**src/rtl/ex_mem_stage_register_if.sv**
```systemverilog
// EX/MEM stage bundle: EX-side inputs, stall/flush controls and MEM-side outputs.
// The master modport is the EX/hazard side that drives the stage; the slave
// modport is the pipeline register itself.
// Optional feature macro: EX_MEM_BUBBLE_COUNT_EN adds the BubbleCount output.
// Handshake: there is no valid/ready pair; ID_EX_Valid qualifies the EX-side
// payload on every rising edge, Stall holds the stage and Flush forces a bubble.
interface ex_mem_stage_register_if #(
    parameter int DATA_WIDTH     = 32,
    parameter int REG_ADDR_WIDTH = 5
);
    logic                      Stall;
    logic                      Flush;
    logic                      ID_EX_Valid;
    logic [DATA_WIDTH-1:0]     ALUResult_in;
    logic [DATA_WIDTH-1:0]     WriteData_in;
    logic [REG_ADDR_WIDTH-1:0] RegisterRd_in;
    logic                      RegWrite_in;
    logic                      MemRead_in;
    logic                      MemWrite_in;
    logic                      MemtoReg_in;

    logic                      EX_MEM_Valid;
    logic [DATA_WIDTH-1:0]     EX_MEM_ALUResult;
    logic [DATA_WIDTH-1:0]     EX_MEM_WriteData;
    logic [REG_ADDR_WIDTH-1:0] EX_MEM_RegisterRd;
    logic                      EX_MEM_RegWrite;
    logic                      EX_MEM_MemRead;
    logic                      EX_MEM_MemWrite;
    logic                      EX_MEM_MemtoReg;
`ifdef EX_MEM_BUBBLE_COUNT_EN
    logic [15:0]               BubbleCount;
`endif

    modport master (
        output Stall, Flush, ID_EX_Valid, ALUResult_in, WriteData_in,
               RegisterRd_in, RegWrite_in, MemRead_in, MemWrite_in, MemtoReg_in,
        input  EX_MEM_Valid, EX_MEM_ALUResult, EX_MEM_WriteData,
               EX_MEM_RegisterRd, EX_MEM_RegWrite, EX_MEM_MemRead,
               EX_MEM_MemWrite, EX_MEM_MemtoReg
`ifdef EX_MEM_BUBBLE_COUNT_EN
        , input BubbleCount
`endif
    );

    modport slave (
        input  Stall, Flush, ID_EX_Valid, ALUResult_in, WriteData_in,
               RegisterRd_in, RegWrite_in, MemRead_in, MemWrite_in, MemtoReg_in,
        output EX_MEM_Valid, EX_MEM_ALUResult, EX_MEM_WriteData,
               EX_MEM_RegisterRd, EX_MEM_RegWrite, EX_MEM_MemRead,
               EX_MEM_MemWrite, EX_MEM_MemtoReg
`ifdef EX_MEM_BUBBLE_COUNT_EN
        , output BubbleCount
`endif
    );
endinterface

```
**src/rtl/ex_mem_stage_register.sv**
```systemverilog
// EX/MEM pipeline register of the 5-stage MIPS pipeline.
// Captures ALU result, store data, qualified destination register and MEM/WB
// controls. Edge priority: reset > Flush > Stall > load. A non-writing
// instruction always presents Rd=0, so forwarding compares on Rd alone are safe.
// Optional feature macro: EX_MEM_BUBBLE_COUNT_EN adds a saturating 16-bit
// count of bubbles loaded (by Flush, or by ID_EX_Valid=0 on an unstalled edge).
module ex_mem_stage_register #(
    parameter int DATA_WIDTH     = 32,
    parameter int REG_ADDR_WIDTH = 5
) (
    input  logic                 clk,
    input  logic                 reset,
    ex_mem_stage_register_if.slave bus
);
    logic                      valid_q,     valid_d;
    logic [DATA_WIDTH-1:0]     alu_q,       alu_d;
    logic [DATA_WIDTH-1:0]     wdata_q,     wdata_d;
    logic [REG_ADDR_WIDTH-1:0] rd_q,        rd_d;
    logic                      regwrite_q,  regwrite_d;
    logic                      memread_q,   memread_d;
    logic                      memwrite_q,  memwrite_d;
    logic                      memtoreg_q,  memtoreg_d;

    logic                      load_en;
    logic                      load_bubble;
    logic                      qual_regwrite;

    // Stall freezes everything; Flush wins over Stall and forces a bubble.
    assign load_en       = bus.Flush || !bus.Stall;
    assign load_bubble   = bus.Flush || !bus.ID_EX_Valid;
    assign qual_regwrite = bus.RegWrite_in && (bus.RegisterRd_in != '0);

    // Next-state selection: bubble (all zero) or qualified EX-stage payload.
    always_comb begin
        valid_d    = 1'b0;
        alu_d      = '0;
        wdata_d    = '0;
        rd_d       = '0;
        regwrite_d = 1'b0;
        memread_d  = 1'b0;
        memwrite_d = 1'b0;
        memtoreg_d = 1'b0;
        if (!load_bubble) begin
            valid_d    = 1'b1;
            alu_d      = bus.ALUResult_in;
            wdata_d    = bus.WriteData_in;
            regwrite_d = qual_regwrite;
            rd_d       = qual_regwrite ? bus.RegisterRd_in : '0;
            // A store wins over a load if both are asserted.
            memwrite_d = bus.MemWrite_in;
            memread_d  = bus.MemRead_in && !bus.MemWrite_in;
            memtoreg_d = bus.MemtoReg_in;
        end
    end

    // Stage register: synchronous reset, otherwise load when not held.
    always_ff @(posedge clk) begin
        if (reset) begin
            valid_q    <= 1'b0;
            alu_q      <= '0;
            wdata_q    <= '0;
            rd_q       <= '0;
            regwrite_q <= 1'b0;
            memread_q  <= 1'b0;
            memwrite_q <= 1'b0;
            memtoreg_q <= 1'b0;
        end else if (load_en) begin
            valid_q    <= valid_d;
            alu_q      <= alu_d;
            wdata_q    <= wdata_d;
            rd_q       <= rd_d;
            regwrite_q <= regwrite_d;
            memread_q  <= memread_d;
            memwrite_q <= memwrite_d;
            memtoreg_q <= memtoreg_d;
        end
    end

    assign bus.EX_MEM_Valid      = valid_q;
    assign bus.EX_MEM_ALUResult  = alu_q;
    assign bus.EX_MEM_WriteData  = wdata_q;
    assign bus.EX_MEM_RegisterRd = rd_q;
    assign bus.EX_MEM_RegWrite   = regwrite_q;
    assign bus.EX_MEM_MemRead    = memread_q;
    assign bus.EX_MEM_MemWrite   = memwrite_q;
    assign bus.EX_MEM_MemtoReg   = memtoreg_q;

`ifdef EX_MEM_BUBBLE_COUNT_EN
    logic [15:0] bubble_cnt_q, bubble_cnt_d;

    // Count bubbles actually loaded; saturate rather than wrap.
    always_comb begin
        bubble_cnt_d = bubble_cnt_q;
        if (load_en && load_bubble && (bubble_cnt_q != 16'hFFFF)) begin
            bubble_cnt_d = bubble_cnt_q + 16'd1;
        end
    end

    // Bubble counter register, cleared by reset.
    always_ff @(posedge clk) begin
        if (reset) begin
            bubble_cnt_q <= 16'd0;
        end else begin
            bubble_cnt_q <= bubble_cnt_d;
        end
    end

    assign bus.BubbleCount = bubble_cnt_q;
`endif

endmodule

```
**src/flat_wrapper.sv**
```systemverilog
// flat-port wrapper written by rule: the top's interface ports become plain ports
module ex_mem_stage_register_flat 
#(
    parameter int DATA_WIDTH     = 32,
    parameter int REG_ADDR_WIDTH = 5
)
  (clk, reset, bus_Stall, bus_Flush, bus_ID_EX_Valid, bus_ALUResult_in, bus_WriteData_in, bus_RegisterRd_in, bus_RegWrite_in, bus_MemRead_in, bus_MemWrite_in, bus_MemtoReg_in, bus_EX_MEM_Valid, bus_EX_MEM_ALUResult, bus_EX_MEM_WriteData, bus_EX_MEM_RegisterRd, bus_EX_MEM_RegWrite, bus_EX_MEM_MemRead, bus_EX_MEM_MemWrite, bus_EX_MEM_MemtoReg);
  ex_mem_stage_register_if #(.DATA_WIDTH(DATA_WIDTH), .REG_ADDR_WIDTH(REG_ADDR_WIDTH)) bus_i ();
  input  logic clk;
  input  logic reset;
  input wire logic [$bits(bus_i.Stall)-1:0] bus_Stall;
  input wire logic [$bits(bus_i.Flush)-1:0] bus_Flush;
  input wire logic [$bits(bus_i.ID_EX_Valid)-1:0] bus_ID_EX_Valid;
  input wire logic [$bits(bus_i.ALUResult_in)-1:0] bus_ALUResult_in;
  input wire logic [$bits(bus_i.WriteData_in)-1:0] bus_WriteData_in;
  input wire logic [$bits(bus_i.RegisterRd_in)-1:0] bus_RegisterRd_in;
  input wire logic [$bits(bus_i.RegWrite_in)-1:0] bus_RegWrite_in;
  input wire logic [$bits(bus_i.MemRead_in)-1:0] bus_MemRead_in;
  input wire logic [$bits(bus_i.MemWrite_in)-1:0] bus_MemWrite_in;
  input wire logic [$bits(bus_i.MemtoReg_in)-1:0] bus_MemtoReg_in;
  output wire logic [$bits(bus_i.EX_MEM_Valid)-1:0] bus_EX_MEM_Valid;
  output wire logic [$bits(bus_i.EX_MEM_ALUResult)-1:0] bus_EX_MEM_ALUResult;
  output wire logic [$bits(bus_i.EX_MEM_WriteData)-1:0] bus_EX_MEM_WriteData;
  output wire logic [$bits(bus_i.EX_MEM_RegisterRd)-1:0] bus_EX_MEM_RegisterRd;
  output wire logic [$bits(bus_i.EX_MEM_RegWrite)-1:0] bus_EX_MEM_RegWrite;
  output wire logic [$bits(bus_i.EX_MEM_MemRead)-1:0] bus_EX_MEM_MemRead;
  output wire logic [$bits(bus_i.EX_MEM_MemWrite)-1:0] bus_EX_MEM_MemWrite;
  output wire logic [$bits(bus_i.EX_MEM_MemtoReg)-1:0] bus_EX_MEM_MemtoReg;
  assign bus_i.Stall = bus_Stall;
  assign bus_i.Flush = bus_Flush;
  assign bus_i.ID_EX_Valid = bus_ID_EX_Valid;
  assign bus_i.ALUResult_in = bus_ALUResult_in;
  assign bus_i.WriteData_in = bus_WriteData_in;
  assign bus_i.RegisterRd_in = bus_RegisterRd_in;
  assign bus_i.RegWrite_in = bus_RegWrite_in;
  assign bus_i.MemRead_in = bus_MemRead_in;
  assign bus_i.MemWrite_in = bus_MemWrite_in;
  assign bus_i.MemtoReg_in = bus_MemtoReg_in;
  assign bus_EX_MEM_Valid = bus_i.EX_MEM_Valid;
  assign bus_EX_MEM_ALUResult = bus_i.EX_MEM_ALUResult;
  assign bus_EX_MEM_WriteData = bus_i.EX_MEM_WriteData;
  assign bus_EX_MEM_RegisterRd = bus_i.EX_MEM_RegisterRd;
  assign bus_EX_MEM_RegWrite = bus_i.EX_MEM_RegWrite;
  assign bus_EX_MEM_MemRead = bus_i.EX_MEM_MemRead;
  assign bus_EX_MEM_MemWrite = bus_i.EX_MEM_MemWrite;
  assign bus_EX_MEM_MemtoReg = bus_i.EX_MEM_MemtoReg;
  ex_mem_stage_register #(.DATA_WIDTH(DATA_WIDTH), .REG_ADDR_WIDTH(REG_ADDR_WIDTH)) u_core (.clk(clk), .reset(reset), .bus(bus_i));
endmodule
```
**config.mk**
```make
export PLATFORM = sky130hd
export DESIGN_NAME = ex_mem_stage_register_flat
export DESIGN_NICKNAME = d
export VERILOG_FILES = /design/src/rtl/ex_mem_stage_register_if.sv /design/src/rtl/ex_mem_stage_register.sv /design/src/flat_wrapper.sv
export SDC_FILE = /design/constraint.sdc
export NUM_CORES = 1
export LEC_CHECK = 0
export CAP_MARGIN = 10
export CORE_MARGIN = 3
export CORE_UTILIZATION = 30
export DETAILED_ROUTE_END_ITERATION = 16
export GPL_TIMING_DRIVEN = 0
export PLACE_DENSITY = 0.67
export SYNTH_ARGS = -nofsm -noshare
export SYNTH_HDL_FRONTEND = slang
export SYNTH_SLANG_ARGS = --single-unit
```
**constraint.sdc**
```tcl
create_clock -name clk -period 1.29 [get_ports clk]
set_input_delay 0.1935 -clock clk [delete_from_list [all_inputs] [get_ports clk]]
set_output_delay 0.1935 -clock clk [all_outputs]
set_load 0.05 [all_outputs]
```
==> impl_metrics.env <==
export IMPL_dr_pass1_iters=4
export IMPL_synth_seq_cells=74
export IMPL_place_congestion=0.7018
export IMPL_r2r_end="u_core.bus.EX_MEM_WriteData[20]"
export IMPL_cpPeakStageDelay_ns=0.37
export IMPL_crit_path_top_delay_cell="clkdlybuf4s18_2"
export IMPL_crit_chain="clkdlybuf4s18_2"
export IMPL_grt_start_max_net_pins=13
export IMPL_rrSetupSlack_ns=0.62
export IMPL_hold_viol_final=0
export IMPL_wl_per_cell_um=14.91
export IMPL_die_h_um=96.71
export IMPL_detail_route_antenna_nets=0
export IMPL_dpl_hpwl_um=5617
export IMPL_crit_path_max_fanout=2
export IMPL_synth_cell_types=14
export IMPL_cts_root_buffer_cell="clkbuf_8"
export IMPL_boundaryPins=152
export IMPL_reg2regPathDepth=2
export IMPL_ys_warn_count=0
export IMPL_portBuffers=150
export IMPL_worst_pin_slew_ns=0.5014
export IMPL_cts_buffers=9
export IMPL_fin_ws_ns=0.04301
export IMPL_r2r_start="u_core.bus.EX_MEM_WriteData[20]"
export IMPL_crit_start="u_core.bus.EX_MEM_ALUResult[4]"
export IMPL_cts_tree="built"
export IMPL_numClockSinks=74
export IMPL_antenna_found_initial=0
export IMPL_endpoint_kind="output port"
export IMPL_critPathLaunchType="flip-flop"
export IMPL_clkTransAtPathRegs_ns=0.08
export IMPL_power_density_mw_per_mm2=1249
export IMPL_leakage_nw=1.715
export IMPL_fin_worst_skew_ns=0
export IMPL_setup_tns_ns=0
export IMPL_rsz0062_at_grt="false"
export IMPL_drt_iter0_markers=98
export IMPL_worstSetupPathType="reg2out"
export IMPL_hp_class="in2reg"
export IMPL_period_minus_slack_ns=1.247
export IMPL_grt_use_total_pct=16.91
export IMPL_clock_path_buffers=2
export IMPL_path_buf_inv=1
export IMPL_vias=2430
export IMPL_dieArea_mm2=0.009353
export IMPL_dp_cells=503
export IMPL_synth_cell_area_mm2=0.002469
export IMPL_fillers=775
export IMPL_outcome="complete, no violations"
export IMPL_grt_overflow_total=0
export IMPL_rows=32
export IMPL_antenna_cells=0
export IMPL_layout_commonest_cell="clkdlybuf4s50_1"
export IMPL_netlist_instances=251
export IMPL_coreArea_mm2=0.007848
export IMPL_finalSetupViolations=0
export IMPL_final_nets=491
export IMPL_insertion_delay_ns=0.34
export IMPL_fin_cells=520
export IMPL_h_tree_depth=3
export IMPL_viasPerCell=4.673
export IMPL_path_depth=1
export IMPL_period_share_pct=96.67
export IMPL_avgSynthCellArea_um2=9.835
export IMPL_grt_pass1_vias=2521
export IMPL_routed_wl_um=7752
export IMPL_syn_num_nets=329
export IMPL_pre_cts_slack_ns=-0.3907
export IMPL_drc=0
export IMPL_ys_seq_area_share_pct=60.01
export IMPL_relSlewSlack_pct=66.57
export IMPL_peakVddDrop_mv=0.7036
export IMPL_start_util_pct=31.46
export IMPL_drive_gt1_share_pct=26.08
export IMPL_arrival_ns=1.05
export IMPL_final_cell_mix="clkdlybuf4s50_1 (76), dfxtp_1 (74), nor2_1 (73)"
export IMPL_grt_pass1_wl_um=12870
export IMPL_required_ns=1.10
export IMPL_cp_top_family="buffers and inverters"
export IMPL_crit_path_end="bus_EX_MEM_ALUResult[4]"
export IMPL_maxCapViolCount=0
export IMPL_max_freq_ghz=0.8019
export IMPL_die_x_um=96.71
export IMPL_final_max_slew_viol_count=0
export IMPL_syn_to_final_growth_pct=65.69
-- Yosys cell counts --
master | number | area [um^2]
buf_2 | 13 | 65.06
nand2_1 | 1 | 3.750
a32oi_1 | 6 | 52.55
a22oi_1 | 66 | 495.5
buf_4 | 2 | 15.01
o211ai_1 | 1 | 7.510
nor2b_1 | 1 | 6.260
a21oi_1 | 2 | 10.01
nor2_1 | 73 | 274.0
clkbuf_1 | 9 | 33.78
nor3b_2 | 1 | 12.51
or4_1 | 1 | 7.510
dfxtp_1 | 74 | 1481
inv_1 | 1 | 3.750
-- metrics by stage --
step	util, %	hold slack [ns]	total power [W]	cell area (um^2)
final	52.12	0.2197	0.005110	4090
after floorplan	-	0.3561	0.002724	2469
after global routing	52.12	0.2208	0.005333	4090
after global placement	52.22	0.4469	0.003097	4098
after CTS	55.95	0.2022	0.005197	4390
after detailed placement	52.22	0.4501	0.003103	4098
-- power breakdown --
part | leakage [nW] | switching, W | internal [W] | total, W
combinational | 0.997 | 0.000352 | 0.000320 | 0.000672
clock | 0.119 | 0.000842 | 0.00124 | 0.00209
sequential | 0.599 | 0.0000225 | 0.00233 | 0.00235
-- kinds of logic (layout without fill, tap and decap cells) --
family	count (synthesis)	count (layout)	synth area share, %
flip-flops	74	74	60.01
AND/OR/NAND/NOR	77	77	12.32
AO/OA/AOI/OAI	75	75	22.91
buffers and inverters	25	192	4.764
-- timing repair --
item,in CTS,in global routing
pin swaps,0,1
hold buffers,0,0
endpoints found under the hold margin,0,0
endpoints found under the setup margin,110,132
gates cloned,0,0
gates resized for setup,240,128
buffers inserted,0,1
-- flip-flops by register name, indices dropped and copies added (netlist names) --
name and cells:
u_core.bus.EX_MEM_MemtoReg 1, u_core.bus.EX_MEM_MemWrite 1, u_core.bus.EX_MEM_Valid 1, u_core.bus.EX_MEM_RegWrite 1, u_core.bus.EX_MEM_ALUResult 32, u_core.bus.EX_MEM_RegisterRd 5
u_core.bus.EX_MEM_WriteData 32, u_core.bus.EX_MEM_MemRead 1
-- area by class of cell --
cell class                      count  area, um^2  area share (%)
Sequential cell                    74        1481           36.22
Timing Repair Buffer              151        1215           29.70
Multi-Input combinational cell    152       872.1           21.32
Clock buffer                       12       165.2           4.038
Buffer                             24       152.6           3.732
Tap cell                          102       127.6           3.120
Clock inverter                      4       72.57           1.774
Inverter                            1       3.754         0.09177
-- worst min path at each step --
| stage | startpoint | end | slack (ns) | cells past startpoint |
|---|---|---|---|---|
| after floorplan | bus_ALUResult_in[0] | u_core.bus.EX_MEM_ALUResult[0] | 0.36 | 2 |
| after global placement | u_core.bus.EX_MEM_RegWrite | u_core.bus.EX_MEM_RegWrite | 0.45 | 2 |
| after detailed placement | u_core.bus.EX_MEM_RegWrite | u_core.bus.EX_MEM_RegWrite | 0.45 | 2 |
| after CTS | reset | u_core.bus.EX_MEM_WriteData[30] | 0.20 | 2 |
| after global routing | reset | u_core.bus.EX_MEM_WriteData[28] | 0.22 | 2 |
| final | reset | u_core.bus.EX_MEM_WriteData[30] | 0.22 | 2 |
-- per-layer routing --
metal | track usage (%) | part of all wire (%) | up-vias
li1 | - | - | 1217
met1 | 20.53 | 43 | 1110
met2 | 27.02 | 47 | 94
met3 | 7.642 | 8.5 | 9
met4 | 4.860 | 1.1 | 0
met5 | 0 | 0 | -
No activity file was read; power rests on OpenSTA's default activity.
